**config.mk**
```make
export PLATFORM = sky130hd
export DESIGN_NAME = temperature_sample_accumulator
export DESIGN_NICKNAME = d
export VERILOG_FILES = /design/src/rtl/temperature_sample_accumulator.sv
export SDC_FILE = /design/constraint.sdc
export NUM_CORES = 1
export LEC_CHECK = 0
export ABC_AREA = 1
export CELL_PAD_IN_SITES_DETAIL_PLACEMENT = 0
export CELL_PAD_IN_SITES_GLOBAL_PLACEMENT = 1
export CORE_MARGIN = 2
export CORE_UTILIZATION = 35
export CTS_BUF_LIST = sky130_fd_sc_hd__clkbuf_4 sky130_fd_sc_hd__clkbuf_8 sky130_fd_sc_hd__clkbuf_16
export CTS_CLUSTER_SIZE = 30
export DETAILED_ROUTE_END_ITERATION = 16
export PLACE_DENSITY = 0.8
export SYNTH_ARGS = -nofsm -noshare
export SYNTH_HDL_FRONTEND = slang
export SYNTH_SLANG_ARGS = --single-unit
export TNS_END_PERCENT = 30
```
**constraint.sdc**
```tcl
create_clock -name clk -period 1.77 [get_ports clk]
set_input_delay 0.2655 -clock clk [delete_from_list [all_inputs] [get_ports clk]]
set_output_delay 0.2655 -clock clk [all_outputs]
set_load 0.03 [all_outputs]
```
**src/rtl/temperature_sample_accumulator.sv**
```systemverilog
// Window accumulator: sums 64 unsigned samples into a 32-bit total
// for the divide-by-64 stage downstream (average = sum_o[31:6]).
module temperature_sample_accumulator #(
  parameter int SAMPLE_W  = 16,
  parameter int N_SAMPLES = 64,
  parameter int COUNT_W   = 6
) (
  input  logic                clk,
  input  logic                rst,
  input  logic                clear,
  input  logic [SAMPLE_W-1:0] sample_in,
  input  logic                sample_valid,
  output logic                sample_ready,
  output logic [31:0]         sum_out,
  output logic                sum_valid,
  input  logic                sum_ready,
  output logic [COUNT_W-1:0]  sample_count
);

  typedef enum logic [1:0] {
    IDLE  = 2'd0,
    ACCUM = 2'd1,
    HOLD  = 2'd2
  } state_t;

  localparam logic [COUNT_W-1:0] LAST = COUNT_W'(N_SAMPLES - 1);

  state_t               state_q, state_d;
  logic [31:0]          acc_q, acc_d;
  logic [COUNT_W-1:0]   count_q, count_d;
  logic [31:0]          sum_q, sum_d;
  logic                 sum_valid_q, sum_valid_d;
  logic [31:0]          sample_ext;
  logic                 accept;

  assign sample_ext   = {{(32-SAMPLE_W){1'b0}}, sample_in};
  assign sample_ready = (state_q != HOLD);
  assign accept       = sample_valid & sample_ready;

  assign sum_out      = sum_q;
  assign sum_valid    = sum_valid_q;
  assign sample_count = count_q;

  // Next-state: accumulate, close the window, hand off, or abort on clear
  always_comb begin
    state_d     = state_q;
    acc_d       = acc_q;
    count_d     = count_q;
    sum_d       = sum_q;
    sum_valid_d = sum_valid_q;

    if (accept) begin
      if (count_q == LAST) begin
        sum_d       = acc_q + sample_ext;
        sum_valid_d = 1'b1;
        acc_d       = '0;
        count_d     = '0;
        state_d     = HOLD;
      end else begin
        acc_d   = acc_q + sample_ext;
        count_d = count_q + 1'b1;
        state_d = ACCUM;
      end
    end

    if (state_q == HOLD && sum_valid_q && sum_ready) begin
      sum_valid_d = 1'b0;
      state_d     = IDLE;
    end

    // Abort drops the partial window and any pending sum; sum value kept
    if (clear) begin
      state_d     = IDLE;
      acc_d       = '0;
      count_d     = '0;
      sum_valid_d = 1'b0;
    end
  end

  // State and output registers with synchronous reset
  always_ff @(posedge clk) begin
    if (rst) begin
      state_q     <= IDLE;
      acc_q       <= '0;
      count_q     <= '0;
      sum_q       <= '0;
      sum_valid_q <= 1'b0;
    end else begin
      state_q     <= state_d;
      acc_q       <= acc_d;
      count_q     <= count_d;
      sum_q       <= sum_d;
      sum_valid_q <= sum_valid_d;
    end
  end

endmodule

```
==> impl.org, run 1 <==
** STA
- Upper clock frequency limit :: between 500 and 600 MHz
- RSZ-0062 raised after global routing :: true
- Clock period minus worst slack :: 1.809 ns
- Final WS setup :: -0.03923 ns
- Setup violations remaining at the end of the flow were counted as 7.
- Worst slew margin :: 0.7680
- The number of failing hold endpoints at the final stage came to 0.
- The number of pins exceeding their max-slew limit in the final report came to 0.
- Hold timing on the final database bottoms out at a slack of 0.4623 ns.
- Slew at the pin closest to its max-slew limit :: 0.3470 ns
- Between clock sinks in the finished design, the worst skew comes to 0.006298 ns.
- Total negative slack :: -0.1304 ns
- Of the available clock period, the critical path in the final layout requires 1.022.

** Routing
- For this run, design rule violations remaining after detail routing come to 0.
- Met1 WL :: 6382 um
- Routed length on met3 :: 667 um
- Dividing the detail-routed via count by the number of cells gives 4.749.
- Initial DRC Count :: roughly 180
- For this block, the routed nets add up to 13,710 um of wire.
- In this run the remaining antenna-violating nets after routing total 0.
- The routed layout has 4,716 vias.
- DR pass1 iterations :: 5
- The highest metal layer carrying signal wires in the routed design is met4.
- Per-cell routed wire length :: 13.80 um
- Wire segments on met2 add up to 6440 um in the final route.

** Layout
- After the flow finishes, the layout carries non-filler instances totaling approximately 1,000.
- P&R area growth vs syn :: 49.96%
- Counting the fill cells in the layout gives 1,231.
- Fin area :: 0.006726 mm2
- 0 antenna diodes ended up in the layout.
- In the final layout, the share of cells above drive strength 1 is 0.3155.
- For this run, the post-layout net count is 855.

** Critical path
- For the worst setup path, the data arrival time is 2.05 ns.
- At the worst endpoint, the required time is 2.01 ns.
- STA classifies the critical path endpoint as a flop.
- Of all nets on the critical path, the largest fanout is 4.
- The worst setup path is launched from a flop.
- The critical path is of the flop to flop type.

** Power and ir drop
- Pwr per Cell Area :: 618.0 mW/mm2
- Peak VDD IR :: 0.4769 mV
- Static leakage :: 3.187 nW

** Synth
- Biggest area consumer among synthesized cells :: dfxtp_1
- Top flip-flop cell by instance count after synthesis :: dfxtp_1
- Yosys warning count :: 0
- Top cells by area, synth :: dfxtp_1 33%, nand2_1 19%, inv_1 8.5%
- Fraction of the yosys area taken by sequential cells :: 0.3258
- Synthesis-stage register bit count :: 73
- Synthesis produced a netlist with a net count of 747.
- Mean area per synthesized cell :: 6.336 um2
- Number of enable flip-flop cells after synthesis :: 0
- Top cell type's share of synthesized area :: 0.3258
- Synthesized area :: 0.004486 mm2
- Fraction of synthesis flops using an asynchronous set or reset pin :: 0
- Count of different cell masters after synthesis :: 37
- The cell count after synthesis came out at 708.

** Placed design
- Quantity of I/O buffers inserted on ports :: 60
- Before CTS, the worst setup slack after placement is -0.6326 ns.
- Once placement finished, the instance area stood at 0.005563 mm2.
- Routability-driven placement finished with a final weighted congestion of 0.8971.
- Summed over all nets, the half-perimeter wirelength after detailed placement is 9743 um.
- Cell count after placement :: 967

** Floorplan
- Starting density of the core :: 0.3569
- After floorplanning, the core was divided into 41 placement rows.
- Vertical die dimension :: 117.2 um
- Core region area :: roughly 0.013 mm2
- The die covers 0.01374 mm2.
- Boundary Pins :: 61
- Floorplan die width :: 117.2 um

** Clock network
- CTS tree :: done
- Worst-skew pair later-pin latency :: 0.35 ns
- The number of clock buffers added by TritonCTS is 9.
- Count of clock tree sinks :: 73
- After clock tree synthesis, the clock-pin slew on the worst setup and hold paths is approximately 0.060 ns.
- Largest buffer count on any clock path :: 2
- The H-tree generated during clock tree synthesis spans 3 levels.
- The tree is rooted in a clkbuf_16.

** GRT
- Global-route wire length before repair :: 21,470 um
- Summed over all layers, the global routing overflow is 0.
- Vias in the first global route :: 4,521
- Pin count of the biggest net entering global routing :: 26
- In the global route stage, overall resource usage came out at 0.2035.
- The number of antenna violations at the first check in global routing is 0.

** Worst hold path
- Worst min path class :: flop to flop

** Flow run
- The tool flagged a number of max-cap violations equal to 0.

** Status
- The flow ran to the end, but the final reports show violations.
- Failing checks :: negative setup slack
## repair_timing
action | CTS | global route
pin swaps | 30 | 50
setup buffers | 2 | 9
gates resized for setup | 73 | 130
hold buffers | 0 | 0
endpoints found under the setup margin | 50 | 60
## cell usage in the layout, fill, tap and decap left out, types with 10 or more instances in the layout
master and instances:
nor2_1 72, dlymetal6s2s_1 10, a21oi_2 14, dfxtp_1 60, nand3_2 16, a21oi_1 29, nand2_1 168, nand2_2 47
nand2_4 22, dfxtp_2 12, inv_1 98, nor3_2 14, o21ai_1 12, clkdlybuf4s50_1 42, ha_4 15, nand3_1 30
buf_4 52, nor2_2 13
## cell families after synthesis
family | synth area share
XOR/XNOR | 0.02929
adder cells (fa/ha/maj) | 0.05188
flip-flops | 0.3258
AND/OR/NAND/NOR | 0.3852
AO/OA/AOI/OAI | 0.08731
buffers and inverters | 0.1205
## synthesized netlist by cell type, types with 3 or more instances
cell type,instances
nor2_1,85
nand2_1,230
dfxtp_1,73
buf_2,8
inv_2,5
nor2_2,6
ha_1,17
nand3_1,43
o21ai_0,9
o21ai_1,14
nand2_2,7
clkbuf_1,5
inv_1,102
a21oi_1,44
nand3_2,3
nor3_2,12
xor2_1,14
nor3_1,6
buf_6,4
## stage by stage
stage	util	power, mW
floorplan	-	1.978
global placement	0.4426	2.211
detailed placement	0.4426	2.215
CTS	0.4935	4.093
global route	0.5352	4.326
finish	0.5352	4.157
## cell type report
type | instances | area [um2] | share of cell area
multi-input cells | 506 | 3238 | 0.4814
flip-flops and latches | 73 | 1480 | 0.2201
repair buffers | 117 | 1089 | 0.1618
inverters | 109 | 411.6 | 0.06120
clock buffers | 12 | 266.5 | 0.03962
well taps | 172 | 215.2 | 0.03199
clock inverters | 4 | 26.28 | 0.003906
## final timing paths
path                      startpoint  slack [ns]  cells past startpoint                  endpoint
max            acc_q[6]$_SDFFE_PP0P_       -0.04                     14  sum_out[30]$_SDFFE_PP0P_
min          state_q[0]$_SDFFE_PP0P_        0.46                      2   state_q[0]$_SDFFE_PP0P_
max reg2reg    acc_q[6]$_SDFFE_PP0P_       -0.04                     14  sum_out[30]$_SDFFE_PP0P_
min reg2reg  state_q[0]$_SDFFE_PP0P_        0.46                      2   state_q[0]$_SDFFE_PP0P_
## sequential cells by signal, indices dropped and copies added (netlist names)
name          count
sum_out          32
state_q           2
sample_count      6
sum_valid         1
acc_q            32
## report_power, final
group	internal [mW]	total, mW	switching (mW)
Clock	1.06	1.79	0.728
Sequential	1.66	1.68	0.0197
Combinational	0.310	0.684	0.374
## worst max-delay path: stages, from the launching register on
cell and delay [ns]:
dfxtp_2 0.33, ha_4 0.32, nand2_4 0.07, inv_2 0.07, nand2_2 0.06, nor3_2 0.29
nand2_4 0.08, nand2_4 0.10, nand2_2 0.07, nand2_1 0.06, nand2_1 0.06, nand2_1 0.07
nand2_1 0.05, nand2_1 0.05, inv_1 0.03
## layer usage
metal | vias to the layer above | global-route usage
li1 | 2400 | -
met1 | 2221 | 0.2729
met2 | 81 | 0.3180
met3 | 14 | 0.05458
met4 | 0 | 0.06745
met5 | - | 0
Power figures use the tool's default switching activity.
==> run 2: changes to the inputs <==
--- a/config.mk
+++ b/config.mk
@@ -8,6 +8,7 @@
 export ABC_AREA = 1
 export CELL_PAD_IN_SITES_DETAIL_PLACEMENT = 0
 export CELL_PAD_IN_SITES_GLOBAL_PLACEMENT = 1
+export CORE_ASPECT_RATIO = 1.1
 export CORE_MARGIN = 2
 export CORE_UTILIZATION = 35
 export CTS_BUF_LIST = sky130_fd_sc_hd__clkbuf_4 sky130_fd_sc_hd__clkbuf_8 sky130_fd_sc_hd__clkbuf_16
==> run 2 against run 1 <==
Compared with the run above: the flow still finishes with violations (negative setup slack); critical path depth is 1 lower; utilization is 1.7 points lower; final cell count is 2.3% lower; clock-buffer cell count is 2 higher; sequential share of layout area is 0.66 points higher; design area is 2.9% lower; non-clock buffer count is 8 lower; setup slack better by 0.0096 ns; sequential power hardly changed; power is 3.2% higher; global-route usage is 0.22 points lower.
==> impl.org, run 2 (synthesized netlist as in run 1, its figures left out) <==
** Critical path
- Walking the worst path, the cells encountered are ha_4 > fa_2 > nand3_2 > nand2_4 > nand2_2 > nand2_2 > buf_4 > nand2_4 > nand2_2 > nand3_1 > nand2_2 > o21ai_2 > inv_1.
- Critical-path top delay cell :: fa_2
- STA classifies the critical path startpoint as a flop.
- STA puts the critical path data arrival time at 2.04 ns.
- Along the worst path, the maximum fanout reaches 3.
- The worst setup path is of the flop to flop kind.
- Worst path most repeated cell :: nand2_2
- Data on the critical path is required at its endpoint by 2.01 ns.
- STA classifies the critical path endpoint as a flop.
- In this design, the stage delay of the slowest critical-path cell is roughly 0.35 ns.

** Clock network
- Worst-skew pair later-pin latency :: 0.35 ns
- Clock slew seen by the registers of the worst setup and hold paths :: around 0.05 ns
- After clock tree synthesis, the flow added hold-fix buffers numbering 0.
- H-tree depth :: 3
- TritonCTS built the clock tree.
- Number of buffers inserted during clock tree synthesis :: 9
- Largest buffer count on any clock path :: 2
- Count of clock tree sinks :: 73
- Clock root buffer :: clkbuf_16

** GRT
- For met2 alone, demand over resource in global routing was 0.3292.
- The number of antenna violations at the first check in global routing was 0.
- In the global route stage, met3 resource usage came out at 0.03457.
- The number of global-route vias before repair is between 4,000 and 5,000.
- Met1 demand-to-capacity share in global routing :: 0.2630
- In the global route stage, overall resource usage came out at 0.2013.
- After global routing the overflow that remains totals 0.
- GRT Max-Usage Layer :: met2
- Entering global routing, the biggest net connects 27 pins.
- The first global-routing pass estimated 21,890 um of wire.

** Routing
- Using the TritonRoute via totals, the vias-per-cell ratio works out to approximately 4.7.
- Dividing the detail-routed wire length by the instance count gives 13.76 um.
- Count of antenna-violating nets left after detailed routing :: 0
- For this block, the routed nets add up to ~13,000 um of wire.
- DR pass1 iterations :: 5
- Initial DRC Count :: 228
- DRC errors left :: 0
- The final route contains ~4,600 vias.

** STA
- Total of endpoints with negative setup slack in the final report :: 6
- Between clock sinks in the finished design, the worst skew comes to 0.005812 ns.
- Setup total negative slack on the finished layout was measured at -0.06145 ns.
- Final count of pins violating max slew :: 0
- Final WS setup :: -0.02967 ns
- Upper clock frequency limit :: 555.7 MHz
- Setup repair after global routing could not meet its margin everywhere.
- Slew at the pin closest to its max-slew limit :: 0.3439 ns
- Worst slew margin :: 0.7683
- Dividing the final minimum period by the clock period gives 1.017.
- Counting I/O delays and the setup requirement, the final critical path takes 1.800 ns.
- The number of failing hold endpoints at the final stage is 0.

** Floorplan
- The floorplan has 43 rows.
- The region available for standard cell placement spans 0.01259 mm2.
- The floorplan step defined a die boundary enclosing ~0.014 mm2.
- Measured along the x axis, the die boundary spans about 110 um.
- The die is between 100 and 150 um tall.
- Boundary Pins :: 61
- Starting density of the core :: 0.3563

** Power and ir drop
- Fraction of power spent switching nets :: 0.2562
- Portion of total power attributed to combinational logic :: 0.152
- Share of total power in the clock network :: 0.456
- Overall power consumption after layout is estimated at 4.291 mW.
- Static leakage :: a little over 3 nW
- Peak VDD IR :: 0.4867 mV
- For this design the total switching power over the nets is roughly 1.1 mW.
- The share of total power dissipated in sequential elements is 0.392.
- Pint :: 3.192 mW
- Dividing total power by cell area gives a power density of 657.2 mW/mm2.

** Status
- Result of the run :: complete, but fails checks
- Failing checks :: negative setup slack

** Layout
- Final #Nets :: 847
- Share of post-route cells with drive strength above 1 :: 0.2718
- P&R area growth vs syn :: 45.58%
- Leaving out filler cells and counting taps, the final layout contains 970.
- Top library cells by usage in the layout, fill and taps aside :: 179 x nand2_1, 100 x inv_1, 77 x nor2_1
- Total inserted antenna cells :: 0
- The library cell used most frequently in the layout, excluding fill and tap cells, is nand2_1.

** Placed design
- The count of buffers added on input and output ports is 60.
- Last weighted congestion value of the routability-driven placer :: 0.9127
- Timing analysis after detailed placement gives a worst setup slack of -0.6341 ns.
- Detailed placement ended at an HPWL of 9586 um.
- Including well taps, the total number of placed cells is 948.

** Flow run
- Across the run, the number of max-cap violations was 0.

** Worst hold path
- Worst min path class :: primary input to flop
==> run 2: cell count changes in the layout (fill, tap and decap cells not counted), moves of 3 or more <==
cell,change
buf_4,-7
nand3_1,+6
nor3_4,+3
nor2_1,+5
a21oi_1,+5
nand2_4,-9
nand3_2,-7
nor3_2,-4
nand2_1,+11
a21oi_2,-4
nor2_2,-5
==> run 2: area by class of cell <==
class | instances | area, um2
fill | 1259 | 6060
multi-input combinational | 506 | 3113
sequential | 73 | 1480
timing repair buffer | 109 | 1012
inverter | 109 | 411.6
clock buffer | 14 | 281.5
tap | 157 | 196.4
clock inverter | 2 | 35.03
==> run 2: repair_timing <==
action / CTS / global route
pin swaps: 23 / 30
setup buffers: 2 / 4
setup endpoints to repair: 51 / 56
resized for setup: 68 / 100
==> run 2: per-stage QoR <==
stage          utilization  instance area (um2)  hold slack [ns]
2_1_floorplan            -                 4486           0.4340
3_3_place_gp        0.4370                 5502           0.4508
3_5_place_dp        0.4370                 5502           0.4598
4_1_cts             0.4860                 6118           0.4376
5_1_grt             0.5187                 6530           0.4897
6_report            0.5187                 6530           0.4520
==> run 2: final timing paths <==
path / to / slack [ns] / depth (start not counted) / start
max: sum_out[24]$_SDFFE_PP0P_ / -0.03 / 13 / acc_q[0]$_SDFFE_PP0P_
min: sum_out[0]$_SDFFE_PP0P_ / 0.45 / 4 / sample_in[0]
max reg2reg: sum_out[24]$_SDFFE_PP0P_ / -0.03 / 13 / acc_q[0]$_SDFFE_PP0P_
min reg2reg: state_q[1]$_SDFFE_PP0P_ / 0.47 / 2 / state_q[1]$_SDFFE_PP0P_
==> run 2: metal layers <==
| layer | up-vias | wire (um) | share of wire |
|---|---|---|---|
| met4 | 0 | 250 | 0.019 |
| met3 | 15 | 508 | 0.038 |
| li1 | 2379 | - | - |
| met5 | - | 0 | 0 |
| met1 | 2085 | 6162 | 0.46 |
| met2 | 76 | 6428 | 0.48 |
==> run 2: critical path, delay by kind of cell, from the launching register on <==
kind	cells	cell delay [ns]
and+or+nand+nor	8	0.55
AOI/OAI and AO/OA	1	0.10
DFF	1	0.33
adders and majority gates	2	0.51
buffers and inverters	2	0.19
==> run 2: power by group through the flow <==
| stage | sequential, mW | clock (mW) | combinational [mW] |
|---|---|---|---|
| 6_report | 1.68 | 1.96 | 0.652 |
| 3_3_place_gp | 1.71 | 0 | 0.495 |
| 3_5_place_dp | 1.71 | 0 | 0.497 |
| 5_1_grt | 1.68 | 2.07 | 0.708 |
| 4_1_cts | 1.68 | 2.00 | 0.564 |
| 2_1_floorplan | 1.71 | 0 | 0.268 |
